==> src/rtl/sop_pos_engine_if.sv <==
// Bus bundle for sop_pos_engine: table load, evaluation request and results.
// master drives the request side, slave is the engine.
interface sop_pos_engine_if #(
   parameter int N = 3
);
   logic                tt_load;
   logic [(1<<N)-1:0]   tt_in;
   logic                start;
   logic [N-1:0]        vars;
   logic                busy;
   logic                done;
   logic                f_sop;
   logic                f_pos;
   logic                mismatch;

   modport master (
      output tt_load, tt_in, start, vars,
      input  busy, done, f_sop, f_pos, mismatch
   );

   modport slave (
      input  tt_load, tt_in, start, vars,
      output busy, done, f_sop, f_pos, mismatch
   );
endinterface

==> src/rtl/sop_pos_engine.sv <==
// sop_pos_engine: programmable 2^N-entry truth table evaluated one index per
// clock, both as a sum of minterms (f_sop) and a product of maxterms (f_pos).
// Optional macro SOP_POS_EARLY_EXIT_EN ends the scan at the index matching
// the latched input vector; remaining terms are neutral, so results match.
module sop_pos_engine #(
   parameter int N = 3
) (
   input  logic              clock,
   input  logic              reset_L,
   sop_pos_engine_if.slave   bus
);

   localparam int unsigned DEPTH    = 1 << N;
   localparam logic [N:0]  IDX_LAST = (N+1)'(DEPTH - 1);

   typedef enum logic [1:0] {IDLE, SCAN, DONE} state_t;

   state_t            state_q;
   logic [DEPTH-1:0]  tt_q;
   logic [N:0]        idx_q;
   logic [N-1:0]      vl_q;
   logic              acc_sop_q;
   logic              acc_pos_q;
   logic              busy_q;
   logic              done_q;
   logic              f_sop_q;
   logic              f_pos_q;
   logic              mismatch_q;

   logic              hit;
   logic              tt_bit;
   logic              acc_sop_d;
   logic              acc_pos_d;
   logic              last_d;

   // Fold the term at the current index into both accumulators.
   always_comb begin
      hit       = (idx_q == {1'b0, vl_q});
      tt_bit    = tt_q[idx_q[N-1:0]];
      acc_sop_d = acc_sop_q | (hit & tt_bit);
      acc_pos_d = acc_pos_q & (~hit | tt_bit);
`ifdef SOP_POS_EARLY_EXIT_EN
      last_d    = hit;
`else
      last_d    = (idx_q == IDX_LAST);
`endif
   end

   // Control FSM with registered status and result outputs.
   always_ff @(posedge clock or negedge reset_L) begin
      if (!reset_L) begin
         state_q    <= IDLE;
         tt_q       <= '0;
         idx_q      <= '0;
         vl_q       <= '0;
         acc_sop_q  <= 1'b0;
         acc_pos_q  <= 1'b1;
         busy_q     <= 1'b0;
         done_q     <= 1'b0;
         f_sop_q    <= 1'b0;
         f_pos_q    <= 1'b0;
         mismatch_q <= 1'b0;
      end else begin
         case (state_q)
            IDLE: begin
               done_q <= 1'b0;
               if (bus.tt_load) tt_q <= bus.tt_in;
               if (bus.start) begin
                  vl_q      <= bus.vars;
                  idx_q     <= '0;
                  acc_sop_q <= 1'b0;
                  acc_pos_q <= 1'b1;
                  busy_q    <= 1'b1;
                  state_q   <= SCAN;
               end
            end
            SCAN: begin
               acc_sop_q <= acc_sop_d;
               acc_pos_q <= acc_pos_d;
               idx_q     <= idx_q + 1'b1;
               if (last_d) begin
                  f_sop_q    <= acc_sop_d;
                  f_pos_q    <= acc_pos_d;
                  mismatch_q <= acc_sop_d ^ acc_pos_d;
                  busy_q     <= 1'b0;
                  done_q     <= 1'b1;
                  state_q    <= DONE;
               end
            end
            DONE: begin
               done_q  <= 1'b0;
               state_q <= IDLE;
            end
            default: state_q <= IDLE;
         endcase
      end
   end

   assign bus.busy     = busy_q;
   assign bus.done     = done_q;
   assign bus.f_sop    = f_sop_q;
   assign bus.f_pos    = f_pos_q;
   assign bus.mismatch = mismatch_q;

endmodule

==> src/flat_wrapper.sv <==
// flat-port wrapper written by rule: the top's interface ports become plain ports
module sop_pos_engine_flat 
#(
   parameter int N = 3
)
  (clock, reset_L, bus_tt_load, bus_tt_in, bus_start, bus_vars, bus_busy, bus_done, bus_f_sop, bus_f_pos, bus_mismatch);
  sop_pos_engine_if #(.N(N)) bus_i ();
  input  logic clock;
  input  logic reset_L;
  input wire logic [$bits(bus_i.tt_load)-1:0] bus_tt_load;
  input wire logic [$bits(bus_i.tt_in)-1:0] bus_tt_in;
  input wire logic [$bits(bus_i.start)-1:0] bus_start;
  input wire logic [$bits(bus_i.vars)-1:0] bus_vars;
  output wire logic [$bits(bus_i.busy)-1:0] bus_busy;
  output wire logic [$bits(bus_i.done)-1:0] bus_done;
  output wire logic [$bits(bus_i.f_sop)-1:0] bus_f_sop;
  output wire logic [$bits(bus_i.f_pos)-1:0] bus_f_pos;
  output wire logic [$bits(bus_i.mismatch)-1:0] bus_mismatch;
  assign bus_i.tt_load = bus_tt_load;
  assign bus_i.tt_in = bus_tt_in;
  assign bus_i.start = bus_start;
  assign bus_i.vars = bus_vars;
  assign bus_busy = bus_i.busy;
  assign bus_done = bus_i.done;
  assign bus_f_sop = bus_i.f_sop;
  assign bus_f_pos = bus_i.f_pos;
  assign bus_mismatch = bus_i.mismatch;
  sop_pos_engine #(.N(N)) u_core (.clock(clock), .reset_L(reset_L), .bus(bus_i));
endmodule
==> config.mk <==
export PLATFORM = sky130hd
export DESIGN_NAME = sop_pos_engine_flat
export DESIGN_NICKNAME = d
export VERILOG_FILES = /design/src/rtl/sop_pos_engine_if.sv /design/src/rtl/sop_pos_engine.sv /design/src/flat_wrapper.sv
export SDC_FILE = /design/constraint.sdc
export NUM_CORES = 1
export LEC_CHECK = 0
export BUFFER_PORTS_ARGS = -buffer_cell sky130_fd_sc_hd__clkbuf_2
export CAP_MARGIN = 20
export CORE_AREA = 3 3 56 58
export CTS_CLUSTER_DIAMETER = 150
export DETAILED_ROUTE_END_ITERATION = 6
export DIE_AREA = 0 0 59 61
export SLEW_MARGIN = 10
export SYNTH_ARGS = -nofsm -noshare
export SYNTH_HDL_FRONTEND = slang
export SYNTH_SLANG_ARGS = --single-unit
==> constraint.sdc <==
create_clock -name clock -period 3.9 [get_ports clock]
set_clock_uncertainty 0.15 [all_clocks]
set_input_delay 0 -clock clock [delete_from_list [all_inputs] [get_ports clock]]
set_output_delay 0 -clock clock [all_outputs]
set_load 0.01 [all_outputs]
==> impl_metrics.yaml <==
outcome:
  status: "finished, final reports clean"
global_route:
  grt.overflow.total: 0
  grt.total_usage_pct: 13.2
  grt_pass1_vias: 798
  grt_pass1_wl_mm: 3.52
  grt_use_met2_pct: 21.6
  grt_util_met3_pct: 1.91
  met1_usage_pct: 16.8
  grt_antenna_before_repair: 0
  grt_start_max_net_pins: 25
  grt-busiest-layer: "met2"
sta:
  min_period_ps: 1940
  rsz0062_at_grt: "false"
  fin_tns_setup_ps: 0
  setup_violations: 0
  fin_crit_sh_pct: 49.7
  worst_pin_slew_ps: 617
  hold_viol_final: 0
  relSlewSlack_pct: 58.7
  fmax_ghz: 0.516
  drv_slew: 0
power_and_ir_drop:
  ir_drop_mv: 0.368
  power.density_nw_per_um2: 707
  p_leak_nw: 0.617
  power_mw: 0.951
worst_hold_path:
  hold_class: "in -> reg"
routing:
  vias: 744
  drt_iter0_markers: 19
  drt-total-wl_mm: 1.96
  route.detailed.drc: 0
  wl_per_cell_um: 13.1
  via_per_inst: 4.96
  antenna_left: 0
  dr.pass1.iters: 4
clock_network:
  clkLatencyLatePin_ps: 310
  clkTransAtPathRegs_ps: 120
  clockBufferDepth: 2
  cts_setup_buffers: 0
  clkSinkCount: 24
  htreeDepth: 1
  cts_tree: "built"
  cts_made_buffers: 3
  root_buffer: "clkbuf_4"
final_layout:
  fillers: 250
  area_growth_pct: 24.6
  regArea_um2: 602
  nets: 136
  layout-drive-gt1-share_pct: 34.5
  antenna_cells: 0
  final_util_pct: 49.6
  multiInputGateArea_um2: 459
yosys:
  synth_nets: 102
  seq_area_frac_synth_pct: 55.7
  synthSimpleGateAreaFrac_pct: 15.8
  synth_compound_area_share_pct: 6.60
  synth-seq-cells: 24
  synth-warning-count: 0
  synth-adder-area-share_pct: 1.16
  synth_cell_types: 27
  synth.cell_area_um2: 1080
  synth_area_per_cell_um2: 12.6
  synth_mux_area_share_pct: 16.6
  synthCells: 86
  synth_xor_area_share_pct: 2.43
  synth_top_family_by_area: "multiplexers"
setup_path:
  start_kind: "flip-flop"
  worstSetupEndpointType: "flip-flop"
  crit_required_ps: 3960
  crit_path_max_fanout: 7
  criticalPathCategory: "reg -> reg"
  cp.arrival_ps: 2000
placed_design:
  io_buffer_count: 19
  hpwl_mm: 1.38
  routabilityCongestion: 0.791
floorplan:
  coreArea_um2: 2710
  io_pins: 20
  die_x_um: 59
  die_area_um2: 3600
  row_count: 19
  start_util_pct: 39.8
  dieHeight_um: 61
job:
  drv_cap: 0
## report_power, final
group / internal [mW] / switching, mW
logic: 0.203 / 0.175
clock network: 0.0399 / 0.0696
registers: 0.365 / 0.0981
## final timing paths
check	startpoint	to	slack, ps	depth (start not counted)
setup / recovery	u_core.idx_q[0]	u_core.bus.mismatch	1960	5
hold / removal	bus_start	u_core.acc_pos_q	60	3
setup reg to reg	u_core.idx_q[0]	u_core.bus.mismatch	1960	5
hold reg to reg	u_core.bus.f_pos	u_core.bus.f_pos	340	2
max in group asynchronous	reset_L	u_core.vl_q[1]	3150	2
min in group asynchronous	reset_L	u_core.tt_q[7]	70	2
## layout by cell type, fill, tap and decap left out, types with 2 or more instances in the layout
master	synthesis	routed
xor2_1	3	3
dfrtp_1	23	23
nand3_1	4	4
dlygate4sd3_1	0	12
nor2_1	2	2
mux4_2	2	2
mux2_2	11	11
o21ai_0	7	7
clkbuf_4	0	3
nand2_1	15	15
clkbuf_2	0	19
## area by class of cell
cell class                 instances  area share [%]
inverter                           1           0.279
tap                               31            2.88
sequential                        24            44.7
clock buffer                       4            1.95
multi-input combinational         59            34.1
timing repair buffer              31            16.0
## per-stage QoR
step | std cells | cell area (um2) | hold WS (ps) | setup slack, ps
global route | 150 | 1350 | 59.3 | 1820
global placement | 134 | 1200 | -125 | 2020
detailed placement | 134 | 1200 | -120 | 1990
finish | 150 | 1350 | 59.7 | 1960
CTS | 150 | 1350 | 40.3 | 1950
floorplan | 86 | 1080 | -446 | 2140
## worst max-delay path, stage by stage (launching register included)
cell,delay (ps)
dfrtp_1,530
mux4_2,540
mux2i_1,190
nand2b_2,170
o221ai_2,90
o22a_1,160
## registers in the layout, summed over array words and instances, names as in the netlist
register and count:
u_core.tt_q 8, u_core.idx_q 4, u_core.vl_q 3, u_core.state_q 2
u_core.acc_pos_q 1, u_core.acc_sop_q 1, u_core.bus.busy 1, u_core.bus.done 1
u_core.bus.f_pos 1, u_core.bus.f_sop 1, u_core.bus.mismatch 1
## per-layer routing
layer	vias to the layer above	routed length, um
met4	0	33
met3	4	59
met1	358	929
li1	370	-
met2	12	939
met5	-	0
## cell usage after synthesis
master,instances,area (um2)
nand4_1,1,6.26
nand3_1,4,20.0
a21boi_1,1,7.51
mux2_2,11,124
or3b_2,1,8.76
dfstp_2,1,26.3
buf_6,1,11.3
inv_1,1,3.75
mux4_2,2,45.0
xor2_1,3,26.3
ha_1,1,12.5
nor4_4,1,21.3
nand2b_1,1,6.26
o21ai_0,7,35.0
nor3b_2,1,12.5
nor2b_1,1,6.26
dfrtp_1,23,576
clkbuf_1,1,3.75
o22a_1,1,8.76
a21oi_1,1,5.00
or2b_1,1,7.51
nand2_1,15,56.3
mux2i_1,1,10.0
nand2b_2,1,8.76
o221ai_2,1,15.0
nor2_1,2,7.51
and3b_1,1,8.76
## cells by family (layout without fill, tap and decap cells)
logic type,count (synthesis),count (layout)
multiplexers,14,14
AND/OR/NAND/NOR,30,30
XOR/XNOR,3,3
buffers and inverters,3,36
AO/OA/AOI/OAI,11,11
adder cells (fa/ha/maj),1,1
flip-flops,24,24
## what timing repair did
action / CTS / global route
resized for setup: 0 / 0
hold buffers: 12 / 0
hold endpoints to repair: 35 / 0
Power figures use the tool's default switching activity.
